$ cat src/rtl/register_file.sv
// register_file: DEPTH x WIDTH register array with one synchronous write port and two
// combinational read ports. Entry 0 reads as zero and ignores writes; entry SP_INDEX is the
// stack pointer and resets/clears to SP_RESET. Reset is asynchronous and active-high; clear is
// a synchronous bulk reload of the reset contents and wins over a same-cycle write.
//
// Build option: define REGISTER_FILE_BYPASS_EN to forward write_data combinationally to any
// read port addressing the entry being written this cycle. Without it the read ports show
// stored contents only.
module register_file #(
   parameter int unsigned WIDTH    = 16,
   parameter int unsigned DEPTH    = 16,
   parameter int unsigned ADDR_W   = $clog2(DEPTH),
   parameter int unsigned SP_INDEX = 2,
   parameter logic [15:0] SP_RESET = 16'h7FFE
) (
   input  logic              clock,
   input  logic              reset,
   input  logic              write,
   input  logic [ADDR_W-1:0] write_addr,
   input  logic [WIDTH-1:0]  write_data,
   input  logic              clear,
   input  logic [ADDR_W-1:0] read_addr_a,
   output logic [WIDTH-1:0]  read_data_a,
   input  logic [ADDR_W-1:0] read_addr_b,
   output logic [WIDTH-1:0]  read_data_b
);

   // Stack-pointer reset value, truncated (or zero-extended) to the entry width.
   localparam logic [WIDTH-1:0] SpResetVal = WIDTH'(SP_RESET);

   // Current contents of every entry as seen by the read ports; entry 0 is a constant.
   logic [WIDTH-1:0] entry [DEPTH];

   assign entry[0] = '0;

   for (genvar e = 1; e < DEPTH; e++) begin : g_entry
      localparam logic [WIDTH-1:0] ResetVal = (e == int'(SP_INDEX)) ? SpResetVal : '0;

      logic [WIDTH-1:0] value_q;

      // Reset and clear reload the entry's reset value; otherwise take an addressed write.
      always_ff @(posedge clock or posedge reset) begin
         if (reset) begin
            value_q <= ResetVal;
         end else if (clear) begin
            value_q <= ResetVal;
         end else if (write && (write_addr == ADDR_W'(e))) begin
            value_q <= write_data;
         end
      end

      assign entry[e] = value_q;
   end

`ifdef REGISTER_FILE_BYPASS_EN
   logic fwd_valid;

   // A write that will actually land this edge; address 0 never forwards.
   assign fwd_valid = write && !clear && !reset && (write_addr != '0);

   // Read ports: forwarded write data on an address match, stored contents otherwise.
   always_comb begin
      read_data_a = entry[read_addr_a];
      read_data_b = entry[read_addr_b];
      if (fwd_valid && (read_addr_a == write_addr)) begin
         read_data_a = write_data;
      end
      if (fwd_valid && (read_addr_b == write_addr)) begin
         read_data_b = write_data;
      end
   end
`else
   // Read ports: stored contents only, no path from the write port.
   always_comb begin
      read_data_a = entry[read_addr_a];
      read_data_b = entry[read_addr_b];
   end
`endif

endmodule

$ cat config.mk
export PLATFORM = sky130hd
export DESIGN_NAME = register_file
export DESIGN_NICKNAME = d
export VERILOG_FILES = /design/src/rtl/register_file.sv
export SDC_FILE = /design/constraint.sdc
export NUM_CORES = 1
export LEC_CHECK = 0
export CAP_MARGIN = 20
export CORE_AREA = 2 2 178 180
export DETAILED_ROUTE_END_ITERATION = 7
export DIE_AREA = 0 0 180 182
export PLACE_DENSITY_LB_ADDON = 0.2
export SLEW_MARGIN = 25
export SYNTH_ARGS = -nofsm -noshare
export SYNTH_HDL_FRONTEND = slang
export SYNTH_SLANG_ARGS = --single-unit
$ cat constraint.sdc
create_clock -name clock -period 25.4 [get_ports clock]
set_clock_uncertainty 0.05 [all_clocks]
set_input_delay 5.08 -clock clock [delete_from_list [all_inputs] [get_ports clock]]
set_output_delay 5.08 -clock clock [all_outputs]
set_load 0.01 [all_outputs]
==> results list <==
- Total number of nets in the final design: 1460
- Detailed routing inserted a total of 11.4k vias.
* Time the worst path needs with I/O delays and setup: 13.37 ns
* Type of element capturing the critical path: primary output
- On the final layout, the worst hold slack is 0.453 ns.
- Cell internal power was estimated by the tool at 654 µW.
- Number of antenna violations at the first check in global routing: 0
* Cell chain of the critical path: buf_4, buf_4, nor2b_1, buf_4, a221o_1, a21oi_1, o211ai_1, clkdlybuf4s50_1
- The largest single stage delay on the critical path is 0.84 ns.
* Total negative setup slack: 0 ns
* Unrepaired setup endpoints after global routing: no
- Slew at the pin closest to its max-slew limit: 1.11 ns
- Clock tree synthesis found a total of 240 sinks.
* Cell Count, Final, Fillers Out: 1850
- Once detail routing completed, the nets flagged for antenna violations numbered 0.
* Critical-path top delay cell: buf_4
- No sink is reached through more buffers than the 3 on the longest clock path.
- Portion of total power attributed to combinational logic: 0.113
* Number of max-capacitance violations reported: 0
- Wire length of the first global-routing pass: 69600 µm
* Critical Path Fanout Max: 59
- Worst max-slew margin expressed relative to the limit: 0.255
- In this run the vertical extent of the chip is 182 µm.
* Critical path data required time: 20.27 ns
* Share of the synthesized area in the top cell type: 0.412
* Insertion delay of the later-clocked pin in the worst-skew pair: 0.54 ns
- Timing would allow up to 0.0748 GHz.
- In this run the horizontal extent of the chip is 180 µm.
- Core box area: 31000 µm²
* Area leader, netlist: dfrtp_1
* Number of storage elements in the synthesis netlist: 240
- Dominant delay contributor by cell family on the critical path: buffers and inverters
- Using the TritonRoute via totals, the vias-per-cell ratio works out to 6.17.
- Register ranked first by flip-flop count: g_entry.value_q
- In the global route stage, overall resource usage came out at 0.274.
- TritonCTS built the clock tree.
- Area of the mapped netlist: 13700 µm²
- Entering global routing, the biggest net connects 102 pins.
* Sum of buffers and inverters on the critical path: 4
- For this run, design rule violations remaining after detail routing come to 0.
* Sequential area share after synthesis: 0.439
* Fraction of final layout cells with drive strength greater than 1: 0.148
- Signed area change from the synthesized netlist to the final layout: 11.1%
- The cell that appears most often on the critical path is buf_4.
- Switching power as a share of total power: 0.263
* Max reg flops: 240
- Counting every instance in the synthesized netlist gives 1441.
* Initial DRC count: 1224
- Top_reg_cell synth: dfrtp_1
- STA classifies the critical path startpoint as a primary input.
* VDD IR-drop max: 0.0000447 V
* Type of the tightest min-delay check: flip-flop to flip-flop
- Result of the run: complete, no violations
- For this run, asynchronously set or reset flops after synthesis account for 1.00.
* Final period utilization: 0.526
- The share of total power dissipated in sequential elements is 0.442.
- Placer Congestion: 0.869
- Total inserted antenna cells: 0
- Buffers inserted to repair hold after CTS numbered 0.
* Worst-case setup slack after placement: 12.04 ns
- Rows: 65
- Dividing the detail-routed wire length by the instance count gives 24.3 µm.
- The number of different library cells used by synthesis comes to 38.
- Register-to-register setup slack: 24.54 ns
- The tree is rooted in a clkbuf_16.
* Number of buffers created by CTS: 27
- The number of nets handed over by synthesis was 1473.
- Final-layout fill cell count: 2845
- For this block, the routed nets add up to 45000 µm of wire.
- Post-CTS Setup Bufs: 0
- Ranking of synthesized cells by area: dfrtp_1 (41%), nand2_1 (14%), mux4_2 (11%)
* Number of cells upsized or downsized after cts: 0
- In this run the power spent charging and discharging nets is 233 µW.
* Clock-pin slew of the registers on the worst-case setup and hold paths: 0.06 ns
* Count of flip-flops with a built-in enable after synthesis: 0
- Critical path class: primary input to primary output
- Data arrival, critical path: 8.24 ns
- Leak: 6.08 nW
- Dividing total power by cell area gives a power density of 58.1 nW/µm².
- Biggest regs: g_entry.value_q: 240 flops
- Vias in the first global route: 11.1k
* Count of warnings emitted by yosys: 0
- Count of endpoints failing hold in the final timing report: 0
* Placed cell count: 1800
- Power share of the clock group: 0.446
- Placed wire-length estimate after detailed placement: 27900 µm
- Number of levels the H-tree was split into: 1
* Total of endpoints with negative setup slack in the final report: 0
* Average size of a mapped cell: 9.53 µm²
* Sum of overflow across all layers after global routing: 0
* Final worst setup slack: 12.03 ns
- The first detailed-routing pass took 5 iterations.
* Max-slew violation count: 0
- I/O Pins: 64
- The die covers 32800 µm².
* Buffers added on ports: 63
- The initial utilization of the core area, before any placement, comes to 0.443.
[power by group through the flow]
stage | sequential [mW] | clock, mW | combinational [mW]
floorplan | 0.397 | 0 | 0.0637
global placement | 0.398 | 0 | 0.0978
detailed placement | 0.398 | 0 | 0.0988
CTS | 0.391 | 0.399 | 0.0989
global route | 0.392 | 0.416 | 0.106
finish | 0.392 | 0.395 | 0.0998
[stage by stage]
step / total power, mW / area [µm²] / utilization
after global routing: 0.914 / 15300 / 0.492
after detailed placement: 0.497 / 14300 / 0.463
after global placement: 0.496 / 14300 / 0.463
after CTS: 0.890 / 15200 / 0.492
final: 0.886 / 15300 / 0.492
after floorplan: 0.461 / 13700 / -
[final timing paths]
kind | startpoint | endpoint | depth (start not counted)
hold / removal | g_entry[2].value_q[2] | g_entry[2].value_q[2] | 2
hold reg to reg | g_entry[2].value_q[2] | g_entry[2].value_q[2] | 2
max in group asynchronous | reset | g_entry[8].value_q[2] | 3
setup / recovery | read_addr_b[0] | read_data_b[4] | 8
setup reg to reg | g_entry[2].value_q[13] | g_entry[2].value_q[13] | 2
min in group asynchronous | reset | g_entry[9].value_q[11] | 2
[placed cells by master, fill, tap and decap left out, types with 15 or more instances in the layout]
cell	instances
a21oi_1	246
a221o_1	20
a221oi_1	16
buf_4	22
clkbuf_16	27
clkdlybuf4s50_1	57
dfrtp_1	226
mux2_2	46
mux2i_1	20
mux4_1	15
mux4_2	70
nand2_1	501
nand3_1	15
nand3b_1	16
nor2_1	23
[cells by family after synthesis]
family | Yosys count | synth area share
and+or+nand+nor | 591 | 0.176
AOI/OAI and AO/OA | 326 | 0.139
DFF | 240 | 0.439
muxes | 151 | 0.196
buffers and inverters | 133 | 0.0506
[final cells by class]
cell class	instances	area, µm²	share of cell area
inverter	7	33.8	0.00221
multi-input combinational	1068	7030	0.461
clock inverter	7	63.8	0.00418
timing repair buffer	84	782	0.0512
sequential	240	6020	0.395
tap	402	503	0.0330
clock buffer	42	822	0.0539
[synthesized netlist by cell type (4+ instances only)]
library cell  instances
nand3_1              15
mux4_2               70
a22o_1                4
buf_2                22
a31oi_1               5
mux4_1               15
buf_6                 6
dfstp_2              14
nand2b_1             14
dfrtp_1             226
inv_1                 7
nor2b_1               4
nand2_1             501
o221ai_1              7
mux2_2               46
nor2_1               26
o211ai_1             10
a21oi_1             246
a221o_1              20
mux2i_1              20
o22ai_1              11
clkbuf_8              5
a221oi_1             16
nand3b_1             16
clkbuf_1             83
buf_4                 6
o22a_1                5
[layer usage]
| layer | routed length, µm | vias to the layer above | track usage | part of all wire |
|---|---|---|---|---|
| li1 | - | 5056 | - | - |
| met1 | 19200 | 5747 | 0.393 | 0.43 |
| met2 | 20500 | 520 | 0.425 | 0.46 |
| met3 | 3820 | 93 | 0.0473 | 0.085 |
| met4 | 1400 | 0 | 0.0904 | 0.031 |
| met5 | 0 | - | 0 | 0 |
[worst reg2reg max path, stage by stage, from the launching register on]
cell      delay, ns
dfstp_2        0.56
nand2_1        0.06
nand3b_1       0.13
Power figures use the tool's default switching activity.
